===== config.mk =====
export PLATFORM = sky130hd
export DESIGN_NAME = ppt_burst_sequencer
export DESIGN_NICKNAME = d
export VERILOG_FILES = /design/src/rtl/ppt_pkg.sv /design/src/rtl/ppt_seg_table.sv /design/src/rtl/ppt_burst_sequencer.sv
export SDC_FILE = /design/constraint.sdc
export NUM_CORES = 1
export LEC_CHECK = 0
export BUFFER_PORTS_ARGS = -buffer_cell sky130_fd_sc_hd__buf_4
export CELL_PAD_IN_SITES_DETAIL_PLACEMENT = 0
export CELL_PAD_IN_SITES_GLOBAL_PLACEMENT = 1
export CORE_ASPECT_RATIO = 0.8
export CORE_UTILIZATION = 29
export DETAILED_ROUTE_END_ITERATION = 10
export GPL_ROUTABILITY_DRIVEN = 0
export GPL_TIMING_DRIVEN = 0
export PLACE_DENSITY = 0.54
export SLEW_MARGIN = 5
export SYNTH_ARGS = -nofsm -noshare
export SYNTH_HDL_FRONTEND = slang
export SYNTH_SLANG_ARGS = --single-unit

===== constraint.sdc =====
create_clock -name clk -period 6.7 [get_ports clk]
set_clock_uncertainty 0.1 [all_clocks]
set_input_delay 0.67 -clock clk [delete_from_list [all_inputs] [get_ports clk]]
set_output_delay 0.67 -clock clk [all_outputs]
set_load 0.05 [all_outputs]

===== src/rtl/ppt_pkg.sv =====
// Shared types and widths for the pulse-train burst sequencer.
package ppt_pkg;

  localparam int PERIOD_W = 15;
  localparam int COUNT_W  = 8;
  localparam int CLKDIV_W = 5;

  typedef enum logic [2:0] {
    IDLE   = 3'd0,
    LOAD   = 3'd1,
    RUN    = 3'd2,
    DRAIN  = 3'd3,
    GAP    = 3'd4,
    FINISH = 3'd5
  } state_t;

  typedef enum logic [1:0] {
    FLD_PERIOD = 2'd0,
    FLD_WIDTH  = 2'd1,
    FLD_COUNT  = 2'd2,
    FLD_CLKDIV = 2'd3
  } field_t;

  // One segment: 15 + 15 + 8 + 5 = 43 bits.
  typedef struct packed {
    logic [PERIOD_W-1:0] period;
    logic [PERIOD_W-1:0] width;
    logic [COUNT_W-1:0]  count;
    logic [CLKDIV_W-1:0] clk_div;
  } seg_entry_t;

endpackage


===== src/rtl/ppt_seg_table.sv =====
// Segment table: DEPTH entries, one field-wise write port, one async read port.
module ppt_seg_table
  import ppt_pkg::*;
#(
  parameter int  DEPTH = 4,
  localparam int SEG_W = $clog2(DEPTH)
) (
  input  logic                clk,
  input  logic                rst,
  input  logic                we,
  input  logic [SEG_W-1:0]    wseg,
  input  logic [1:0]          field,
  input  logic [PERIOD_W-1:0] wdata,
  input  logic [SEG_W-1:0]    rseg,
  output seg_entry_t          rdata
);

  seg_entry_t mem [DEPTH];

  // Field-wise write of one entry; whole table cleared on reset.
  // NOTE: entries must read back as 0 after reset, so the table is a reset register file rather than a RAM.
  always_ff @(posedge clk) begin
    if (rst) begin
      for (int i = 0; i < DEPTH; i++) mem[i] <= '0;
    end else if (we) begin
      case (field)
        FLD_PERIOD: mem[wseg].period  <= wdata;
        FLD_WIDTH:  mem[wseg].width   <= wdata;
        FLD_COUNT:  mem[wseg].count   <= wdata[COUNT_W-1:0];
        FLD_CLKDIV: mem[wseg].clk_div <= wdata[CLKDIV_W-1:0];
        default:    ;
      endcase
    end
  end

  assign rdata = mem[rseg];

endmodule


===== src/rtl/ppt_burst_sequencer.sv =====
// Plays a table of pulse-train segments through the generator/counter pair,
// with a programmable gap between segments and a finite or infinite loop count.
module ppt_burst_sequencer
  import ppt_pkg::*;
#(
  parameter int  DEPTH  = 4,
  parameter int  GAP_W  = 16,
  parameter int  LOOP_W = 8,
  localparam int SEG_W  = $clog2(DEPTH)
) (
  input  logic                clk,
  input  logic                rst,
  input  logic                cfg_we,
  input  logic [SEG_W-1:0]    cfg_seg,
  input  logic [1:0]          cfg_field,
  input  logic [PERIOD_W-1:0] cfg_wdata,
  input  logic [SEG_W:0]      num_segs,
  input  logic [GAP_W-1:0]    gap_cycles,
  input  logic [LOOP_W-1:0]   loops,
  input  logic                start,
  input  logic                abort,
  input  logic                pc_done,
  output logic [PERIOD_W-1:0] period,
  output logic [PERIOD_W-1:0] width,
  output logic [COUNT_W-1:0]  count,
  output logic [CLKDIV_W-1:0] clk_div,
  output logic                run,
  output logic                busy,
  output logic                seq_done,
  output logic                cfg_err,
  output logic [SEG_W-1:0]    cur_seg
);

  localparam logic [SEG_W:0] DEPTH_CNT = (SEG_W+1)'(DEPTH);

  state_t          state, next_state;
  seg_entry_t      tbl_rd;
  logic            tbl_we;

  // Run configuration captured at start; later input changes do not disturb a run.
  logic [SEG_W:0]  num_segs_q;
  logic [GAP_W-1:0]  gap_q;
  logic [LOOP_W-1:0] loops_q;

  logic [GAP_W-1:0]  gap_cnt, gap_cnt_d;
  logic [LOOP_W-1:0] loop_cnt, loop_cnt_d;
  logic [SEG_W-1:0]  seg_d;
  logic [SEG_W:0]    seg_plus1;
  logic              last_seg;
  logic              adv_finish;
  logic              advance;
  logic              sample_cfg;

  // Table writes are only honoured while idle.
  assign tbl_we = cfg_we && (state == IDLE);

  ppt_seg_table #(.DEPTH(DEPTH)) u_table (
    .clk   (clk),
    .rst   (rst),
    .we    (tbl_we),
    .wseg  (cfg_seg),
    .field (cfg_field),
    .wdata (cfg_wdata),
    .rseg  (cur_seg),
    .rdata (tbl_rd)
  );

  assign seg_plus1  = {1'b0, cur_seg} + (SEG_W+1)'(1);
  assign last_seg   = seg_plus1 >= num_segs_q;
  assign adv_finish = last_seg && (loops_q != '0) && (loop_cnt == LOOP_W'(1));

  // State register.
  // NOTE: sequential state uses non-blocking assignments so every register updates from pre-edge values.
  always_ff @(posedge clk) begin
    if (rst) state <= IDLE;
    else     state <= next_state;
  end

  // Next-state logic, segment advance and counter updates.
  // NOTE: every variable gets a default before the case so no latch can be inferred.
  always_comb begin
    next_state = state;
    seg_d      = cur_seg;
    gap_cnt_d  = gap_cnt;
    loop_cnt_d = loop_cnt;
    sample_cfg = 1'b0;
    advance    = 1'b0;

    case (state)
      IDLE: begin
        if (start) begin
          sample_cfg = 1'b1;
          seg_d      = '0;
          loop_cnt_d = loops;
          next_state = (num_segs == '0) ? FINISH : LOAD;
        end
      end
      LOAD: begin
        // An empty segment is skipped without ever raising run.
        if (tbl_rd.count == '0) advance = 1'b1;
        else                    next_state = RUN;
      end
      RUN: begin
        if (pc_done) next_state = DRAIN;
      end
      DRAIN: begin
        // Wait for the counter to drop done after run fell.
        if (!pc_done) begin
          if (gap_q == '0) begin
            advance = 1'b1;
          end else begin
            next_state = GAP;
            gap_cnt_d  = gap_q - GAP_W'(1);
          end
        end
      end
      GAP: begin
        if (gap_cnt == '0) advance = 1'b1;
        else               gap_cnt_d = gap_cnt - GAP_W'(1);
      end
      FINISH: next_state = IDLE;
      default: next_state = IDLE;
    endcase

    if (advance) begin
      if (adv_finish) begin
        next_state = FINISH;
      end else begin
        next_state = LOAD;
        seg_d      = last_seg ? '0 : seg_plus1[SEG_W-1:0];
        if (last_seg && (loops_q != '0) && (loop_cnt != '0))
          loop_cnt_d = loop_cnt - LOOP_W'(1);
      end
    end

    // Abort overrides everything, including a coincident start.
    if (abort) begin
      next_state = IDLE;
      seg_d      = cur_seg;
      gap_cnt_d  = gap_cnt;
      loop_cnt_d = loop_cnt;
      sample_cfg = 1'b0;
    end
  end

  // Counters, captured configuration and registered outputs.
  always_ff @(posedge clk) begin
    if (rst) begin
      num_segs_q <= '0;
      gap_q      <= '0;
      loops_q    <= '0;
      gap_cnt    <= '0;
      loop_cnt   <= '0;
      cur_seg    <= '0;
      period     <= '0;
      width      <= '0;
      count      <= '0;
      clk_div    <= '0;
      run        <= 1'b0;
      busy       <= 1'b0;
      seq_done   <= 1'b0;
      cfg_err    <= 1'b0;
    end else begin
      gap_cnt  <= gap_cnt_d;
      loop_cnt <= loop_cnt_d;
      cur_seg  <= seg_d;
      if (sample_cfg) begin
        num_segs_q <= (num_segs > DEPTH_CNT) ? DEPTH_CNT : num_segs;
        gap_q      <= gap_cycles;
        loops_q    <= loops;
      end
      // Parameters change only on a segment load, so they hold through IDLE and abort.
      if (state == LOAD && !abort) begin
        period  <= tbl_rd.period;
        width   <= tbl_rd.width;
        count   <= tbl_rd.count;
        clk_div <= tbl_rd.clk_div;
      end
      run      <= (next_state == RUN);
      busy     <= (next_state != IDLE);
      seq_done <= (state == FINISH) && !abort;
      if (cfg_we && state != IDLE)
        cfg_err <= 1'b1;
      else if (state == IDLE && start && !abort)
        cfg_err <= 1'b0;
    end
  end

endmodule

==> flow_summary_export.csv, run 1 <==
group,metric,value,unit
grt,grt_max_degree,17,
grt,busiest_layer,"met2",
sta,hold_viol,0,
clock_network,cts_setup_buffers,0,
setup_path,end_kind,"flip-flop",
flow_run,maxCapViolations,0,
grt,grt.met3_usage,0.0288,
grt,grt_pass1_vias,8516,
detailed_routing,wire_per_inst,20.7,um
sta,finalCriticalPeriod,4.48,ns
sta,finalSetupViolations,0,
clock_network,cts_tree,"yes",
sta,tightest_slew,1.01,ns
grt,antenna_found_initial,1,
sta,relSlewSlack,0.327,
setup_path,required,7.04,ns
clock_network,htree_levels,1,
sta,hold_slack,0.241,ns
setup_path,path_max_fanout,10,
logic_synthesis,synth-main-ff-cell,"edfxtp_1",
sta,slew_violations,0,
logic_synthesis,seq_area_frac_synth,0.611,
logic_synthesis,synth.net_count,1132,
place,dpl.hpwl,25600,um
detailed_routing,dr.pass1.iters,5,
hold_path,hold_start,"gap_cycles[3]",
logic_synthesis,synth_area_per_cell,11.1,sq um
cells_and_area,nNetsFinal,1264,
place,dpl_cell_area,13300,sq um
detailed_routing,drt_iter0_markers,618,
detailed_routing,wl,36500,um
clock_network,clk_pin_slew,0.06,ns
die,die_h,183,um
grt,grt_util_met1,0.251,
sta,fin_tns_setup,0,ns
clock_network,cts_resized,0,
die,rows,65,
sta,fmax,0.223,GHz
clock_network,cts.root.buffer_cell,"clkbuf_16",
die,io-pin-count,101,
cells_and_area,fill_cells,4006,
grt,grtUsageTotal,0.175,
logic_synthesis,ys_ff_latch,277,
cells_and_area,drive_above_1_share,0.173,
die,start_util,0.298,
clock_network,cts_buffers,31,
cells_and_area,layout_commonest_cell,"nand2_1",
die,core,39900,sq um
clock_network,cts_sinks,277,
power_and_ir_drop,p_per_area,277,nW/um^2
die,die_area,41800,sq um
power_and_ir_drop,power_leakage,5.07,nW
sta,finalCritPeriodShare,0.669,
grt,grt_pass1_wl,55000,um
logic_synthesis,netlist_area,11900,sq um
hold_path,hold_path_class,"primary input to flip-flop",
die,die-width,228,um
logic_synthesis,synth_edf_count,172,
detailed_routing,drt-vias-per-instance,4.95,
cells_and_area,finalInstanceArea,14400,sq um
detailed_routing,vias,8737,
logic_synthesis,netlist-cell-type-count,70,
logic_synthesis,ys_warn_count,0,
logic_synthesis,synthArstFlopShare,0,
detailed_routing,drcViolationCount,0,
place,portBuffers,99,
sta,rsz0062_at_grt,"no",
status,status,"finished clean",
setup_path,critical_path_class,"flip-flop to flip-flop",
setup_path,crit_start,"state[0]",
grt,grt_use_met2,0.277,
setup_path,critical_path_arrival,4.82,ns
setup_path,startpoint_type,"flip-flop",
clock_network,clock_latency,0.59,ns
clock_network,holdBufCountCts,0,
cells_and_area,final_cell_mix,"nand2_1, edfxtp_1, nor2_1",
logic_synthesis,synth_cells,1072,
grt,grt.overflow.total,0,
clock_network,cts_buffer_depth,3,
cells_and_area,syn_to_final_growth,20.8,%
setup_path,rr_startpoint,"state[0]",
detailed_routing,final_antenna_net_count,0,
power_and_ir_drop,vdd_ir_drop_max,0.000217,V
-- synthesized netlist by cell type (6+ instances only) --
library cell / instances / area [sq um]
nand2_1: 209 / 785
edfxtp_1: 172 / 5160
nor2_1: 171 / 642
dfxtp_1: 105 / 2100
a21oi_1: 88 / 440
clkbuf_1: 53 / 199
mux4_2: 43 / 968
inv_1: 25 / 93.8
nor3_1: 25 / 125
o21ai_0: 19 / 95.1
nand3_1: 11 / 55.1
or3_1: 9 / 56.3
ha_1: 8 / 100
mux2i_1: 8 / 80.1
buf_1: 7 / 26.3
a211oi_1: 6 / 45.0
and3_1: 6 / 37.5
-- layout make-up --
class                      count  area [sq um]  area share
clock inverter                13           131     0.00915
tap                          536           671      0.0467
buffer                        64           248      0.0172
antenna                        1          2.50    0.000174
sequential                   277          7270       0.506
timing repair buffer          99           743      0.0517
inverter                      26          97.6     0.00680
clock buffer                  45           921      0.0641
multi-input combinational    705          4280       0.298
-- flip-flops by register name, summed over array words and instances (netlist names), 3 cells and up, named ones only --
signal and count:
clk_div 5, period 15, loops_q 8, gap_cnt 16, gap_q 16, width 15, state 3, loop_cnt 8
u_table.mem 172, count 8, num_segs_q 3
-- worst max-delay path: stages (launching register included) --
cell,delay [ns]
dfxtp_1,0.30
clkbuf_1,0.30
or3b_2,0.19
clkbuf_1,0.25
clkbuf_1,0.50
clkbuf_1,0.57
buf_1,0.57
mux2i_1,0.26
ha_1,0.34
o221a_2,0.33
nor2b_1,0.22
o21ai_0,0.10
a22oi_1,0.22
a21oi_1,0.09
-- final timing paths --
kind,to,depth (start not counted),slack [ns]
worst max-delay path,gap_cnt[14],13,2.22
worst max register to register,gap_cnt[14],13,2.22
worst min-delay path,gap_q[3],3,0.24
worst min register to register,loops_q[1],2,0.35
-- report_power, final --
part,internal (mW),switching [mW]
logic,0.102,0.208
registers,1.88,0.0319
clock network,1.03,0.731
total,3.01,0.970
-- stage by stage --
| step | cells | utilization | total power [mW] | setup slack (ns) |
|---|---|---|---|---|
| after floorplan | 1072 | - | 2.12 | 3.50 |
| final | 1766 | 0.360 | 3.98 | 2.22 |
| after global routing | 1766 | 0.360 | 4.12 | 1.83 |
| after CTS | 1765 | 0.360 | 4.02 | 2.27 |
| after detailed placement | 1707 | 0.333 | 2.26 | 2.27 |
| after global placement | 1707 | 0.333 | 2.26 | 2.23 |
-- cell families after synthesis --
kind of cell	after synthesis	synth area share
AOI/OAI and AO/OA	169	0.0888
xor gates and xnor gates	3	0.00221
adders and majority gates	8	0.00842
buffers and inverters	90	0.0290
DFF	277	0.611
muxes	52	0.0891
and+or+nand+nor	473	0.171
-- per-layer routing --
layer / part of all wire / vias to the layer above
li1: - / 4123
met2: 0.45 / 224
met3: 0.053 / 45
met4: 0.021 / 0
met1: 0.48 / 4345
met5: 0 / -
No activity file was read; power rests on OpenSTA's default activity.
==> inputs of run 2 (changes only) <==
- clock period: 6.7 -> 4.24 ns (I/O delays scaled with it)
==> flow_summary_export.csv, run 2 (same netlist as run 1, synthesis figures left out) <==
group,metric,value,unit
place,dpl.hpwl,25600,um
clock_network,cts_buffer_depth,3,
cells_and_area,multi_input_area,4280,sq um
setup_path,end_kind,"flip-flop",
cells_and_area,final_core_util,0.365,
setup_path,critical_path_class,"flip-flop to flip-flop",
setup_path,path_max_fanout,10,
clock_network,cts.root.buffer_cell,"clkbuf_16",
detailed_routing,dr.pass1.iters,6,
detailed_routing,wl,36700,um
hold_path,hold_path_class,"primary input to flip-flop",
die,die-width,228,um
clock_network,htree_levels,1,
detailed_routing,drt-vias-per-instance,4.91,
die,start_util,0.298,
grt,grt_max_degree,17,
cells_and_area,top_register,"u_table.mem",
detailed_routing,drt_iter0_markers,649,
detailed_routing,wire_per_inst,20.5,um
sta,finalSetupViolations,0,
die,io-pin-count,101,
sta,fin_tns_setup,0,ns
detailed_routing,drcViolationCount,0,
clock_network,cts_sinks,277,
cells_and_area,final_cell_mix,"nand2_1, edfxtp_1, nor2_1",
cells_and_area,register_area,7270,sq um
clock_network,cts_setup_buffers,0,
die,core,39900,sq um
status,status,"finished clean",
die,rows,65,
grt,grt.overflow.total,0,
place,place_inst,1707,
cells_and_area,layout_commonest_cell,"nand2_1",
die,die_area,41800,sq um
sta,relSlewSlack,0.350,
grt,antenna_found_initial,1,
detailed_routing,vias,8782,
cells_and_area,nNetsFinal,1285,
detailed_routing,final_antenna_net_count,0,
place,portBuffers,99,
clock_network,clk_pin_slew,0.06,ns
setup_path,required,4.58,ns
cells_and_area,syn_to_final_growth,22.6,%
cells_and_area,fill_cells,3982,
sta,finalCritPeriodShare,0.901,
power_and_ir_drop,p_per_area,432,nW/um^2
power_and_ir_drop,vdd_ir_drop_max,0.000342,V
grt,grt_pass1_vias,8610,
sta,slew_violations,0,
grt,grtUsageTotal,0.176,
die,die_h,183,um
cells_and_area,largestRegisters,"u_table.mem (172), gap_cnt (16), gap_q (16)",
setup_path,startpoint_type,"flip-flop",
sta,hold_viol,0,
sta,tightest_slew,0.975,ns
clock_network,cts_buffers,31,
setup_path,critical_path_arrival,4.16,ns
clock_network,clock_latency,0.59,ns
clock_network,cts_tree,"yes",
grt,grt_pass1_wl,55400,um
sta,rsz0062_at_grt,"no",
sta,finalCriticalPeriod,3.82,ns
flow_run,maxCapViolations,0,
cells_and_area,largest_reg_flops,172,
sta,fmax,0.262,GHz
cells_and_area,finalNonFillerCells,1787,
power_and_ir_drop,power_leakage,5.17,nW
cells_and_area,drive_above_1_share,0.173,
run 2: cell types whose count changed in the layout (fill, tap and decap cells not counted):
cell / delta
buf_2: +1
clkbuf_2: +2
buf_1: -1
dlygate4sd3_1: +21
clkbuf_1: -2
run 2: layer usage:
layer | GRT usage | vias up | share of wire
li1 | - | 4165 | -
met1 | 0.252 | 4347 | 0.47
met2 | 0.280 | 227 | 0.45
met3 | 0.0280 | 43 | 0.053
met4 | 0.0368 | 0 | 0.020
met5 | 0 | - | 0
run 2: power by group:
part / switching (mW) / internal, mW
registers: 0.0506 / 2.97
clock network: 1.15 / 1.63
logic: 0.331 / 0.174
run 2: per-stage QoR:
step	cell area (sq um)	hold WS (ns)	setup slack [ns]	power (mW)
final	14600	0.0370	0.419	6.30
after global routing	14600	0.0395	0.0701	6.52
after CTS	14600	0.0120	0.0311	6.37
after detailed placement	13300	0.348	-0.191	3.57
after global placement	13300	0.345	-0.230	3.57
after floorplan	11900	0.332	1.04	3.36
run 2: critical path, cell delays in order (launching register included):
cell and delay (ns):
dfxtp_1 0.30, clkbuf_1 0.30, or3b_2 0.19, clkbuf_1 0.25
clkbuf_2 0.33, clkbuf_2 0.35, buf_2 0.34, mux2i_1 0.23
ha_1 0.33, o221a_2 0.33, nor2b_1 0.22, o21ai_0 0.10
a22oi_1 0.22, a21oi_1 0.09
run 2: timing repair:
| action | 4_1_cts | 5_1_grt |
|---|---|---|
| hold buffers | 21 | 0 |
| endpoints found under the hold margin | 21 | 0 |
| endpoints found under the setup margin | 4 | 4 |
| gates resized for setup | 1 | 4 |
| gates cloned | 0 | 0 |
run 2: final timing paths:
path,end,startpoint,slack (ns),cells past startpoint
worst max-delay path,gap_cnt[14],state[0],0.42,13
worst min-delay path,gap_q[11],gap_cycles[11],0.04,3
worst max register to register,gap_cnt[14],state[0],0.42,13
worst min register to register,width[14],width[14],0.36,2
run 2: layout make-up:
| class | instances | area share |
|---|---|---|
| tap | 536 | 0.0460 |
| multi-input combinational | 705 | 0.294 |
| buffer | 64 | 0.0173 |
| clock buffer | 45 | 0.0632 |
| sequential | 277 | 0.499 |
| clock inverter | 13 | 0.00901 |
| timing repair buffer | 120 | 0.0654 |
| antenna | 1 | 0.000172 |
| inverter | 26 | 0.00670 |
==> inputs of run 3 (changes only) <==
- MAX_ROUTING_LAYER: default -> met4
- PLACE_DENSITY: 0.54 -> 0.57
==> flow_summary_export.csv, run 3 (same netlist as run 1, synthesis figures left out) <==
group,metric,value,unit
sta,slew_violations,0,
sta,hold_viol,0,
detailed_routing,wl,36000,um
cells_and_area,top_register,"u_table.mem",
place,dpl.hpwl,25800,um
setup_path,required,4.55,ns
cells_and_area,syn_to_final_growth,20.0,%
setup_path,end_kind,"flip-flop",
grt,grtUsageTotal,0.178,
sta,tightest_slew,1.00,ns
sta,finalSetupViolations,0,
clock_network,htree_levels,1,
clock_network,cts_tree,"yes",
grt,grt_pass1_wl,54900,um
place,portBuffers,99,
sta,rsz0062_at_grt,"no",
clock_network,clk_pin_slew,0.05,ns
sta,finalCritPeriodShare,0.890,
clock_network,clock_latency,0.60,ns
sta,hold_slack,0.0247,ns
power_and_ir_drop,vdd_ir_drop_max,0.000274,V
cells_and_area,nNetsFinal,1267,
die,die-width,228,um
clock_network,cts_sinks,277,
grt,grt_pass1_vias,8669,
die,die_h,183,um
sta,finalCriticalPeriod,3.77,ns
cells_and_area,largestRegisters,"u_table.mem (172), gap_cnt (16), gap_q (16)",
die,start_util,0.298,
clock_network,cts.root.buffer_cell,"clkbuf_16",
setup_path,path_max_fanout,10,
detailed_routing,dr.pass1.iters,5,
cells_and_area,largest_reg_flops,172,
die,die_area,41800,sq um
die,rows,65,
die,core,39900,sq um
detailed_routing,drt-vias-per-instance,4.88,
setup_path,critical_path_class,"flip-flop to flip-flop",
detailed_routing,drt_iter0_markers,730,
detailed_routing,drcViolationCount,0,
cells_and_area,layout_commonest_cell,"nand2_1",
cells_and_area,final_cell_mix,"nand2_1, edfxtp_1, nor2_1",
flow_run,maxCapViolations,0,
die,io-pin-count,101,
setup_path,critical_path_arrival,4.09,ns
detailed_routing,vias,8626,
sta,setup_ws,0.466,ns
sta,relSlewSlack,0.332,
grt,antenna_found_initial,0,
cells_and_area,n_antenna_cell,0,
hold_path,hold_path_class,"primary input to flip-flop",
status,status,"finished clean",
cells_and_area,finalInstanceArea,14300,sq um
detailed_routing,final_antenna_net_count,0,
place,place_ws,-0.0761,ns
power_and_ir_drop,power_leakage,5.03,nW
detailed_routing,wire_per_inst,20.4,um
clock_network,cts_buffer_depth,3,
grt,grt_max_degree,18,
power_and_ir_drop,p_per_area,419,nW/um^2
sta,fmax,0.265,GHz
place,dpl_cell_area,13300,sq um
setup_path,startpoint_type,"flip-flop",
grt,grt.overflow.total,0,
clock_network,cts_buffers,30,
cells_and_area,drive_above_1_share,0.168,
## run 3: report_power, final
group	internal (mW)	switching (mW)
Combinational	0.164	0.328
Clock	1.38	1.09
Sequential	2.97	0.0507
Total	4.51	1.47
## run 3: timing repair
item,CTS,global route
cloned,0,0
hold endpoints to repair,4,0
buffers inserted,0,0
setup endpoints to repair,2,3
hold buffers,4,0
gates resized for setup,1,4
## run 3: per-layer routing
| layer | share of wire | wire length, um | GRT usage |
|---|---|---|---|
| met1 | 0.49 | 17500 | 0.244 |
| met2 | 0.46 | 16500 | 0.282 |
| met3 | 0.037 | 1320 | 0.0253 |
| met4 | 0.019 | 694 | 0.0352 |
| met5 | 0 | 0 | - |
## run 3: stage by stage
step | setup TNS (ns) | power [mW] | util | cells
finish | 0 | 5.98 | 0.357 | 1766
global placement | -0.126 | 3.56 | 0.333 | 1707
CTS | 0 | 6.05 | 0.357 | 1766
global route | 0 | 6.20 | 0.357 | 1766
detailed placement | -0.0761 | 3.57 | 0.333 | 1707
floorplan | 0 | 3.36 | - | 1072
## run 3: path summary, 6_finish.rpt
kind         depth (start not counted)           to          start  slack, ns
max reg2reg                         13  gap_cnt[14]       state[0]       0.47
min reg2reg                          2   loops_q[2]     loops_q[2]       0.35
max                                 13  gap_cnt[14]       state[0]       0.47
min                                  3     gap_q[7]  gap_cycles[7]       0.02
## run 3: area by class of cell
type / count / area [sq um]
Multi-Input combinational cell: 705 / 4280
Fill cell: 4002 / 25700
Clock inverter: 14 / 111
Timing Repair Buffer: 103 / 783
Sequential cell: 277 / 7270
Buffer: 64 / 251
Clock buffer: 41 / 802
Inverter: 26 / 97.6
Tap cell: 536 / 671
## run 3: critical path: stages (launching register included)
cell and delay [ns]:
dfxtp_1 0.31, clkbuf_1 0.30, or3b_2 0.18, clkbuf_1 0.25, clkbuf_2 0.32, clkbuf_2 0.33, buf_2 0.32, mux2i_1 0.22
ha_1 0.32, o221a_2 0.30, nor2b_1 0.25, o21ai_0 0.11, a22oi_1 0.22, a21oi_1 0.08
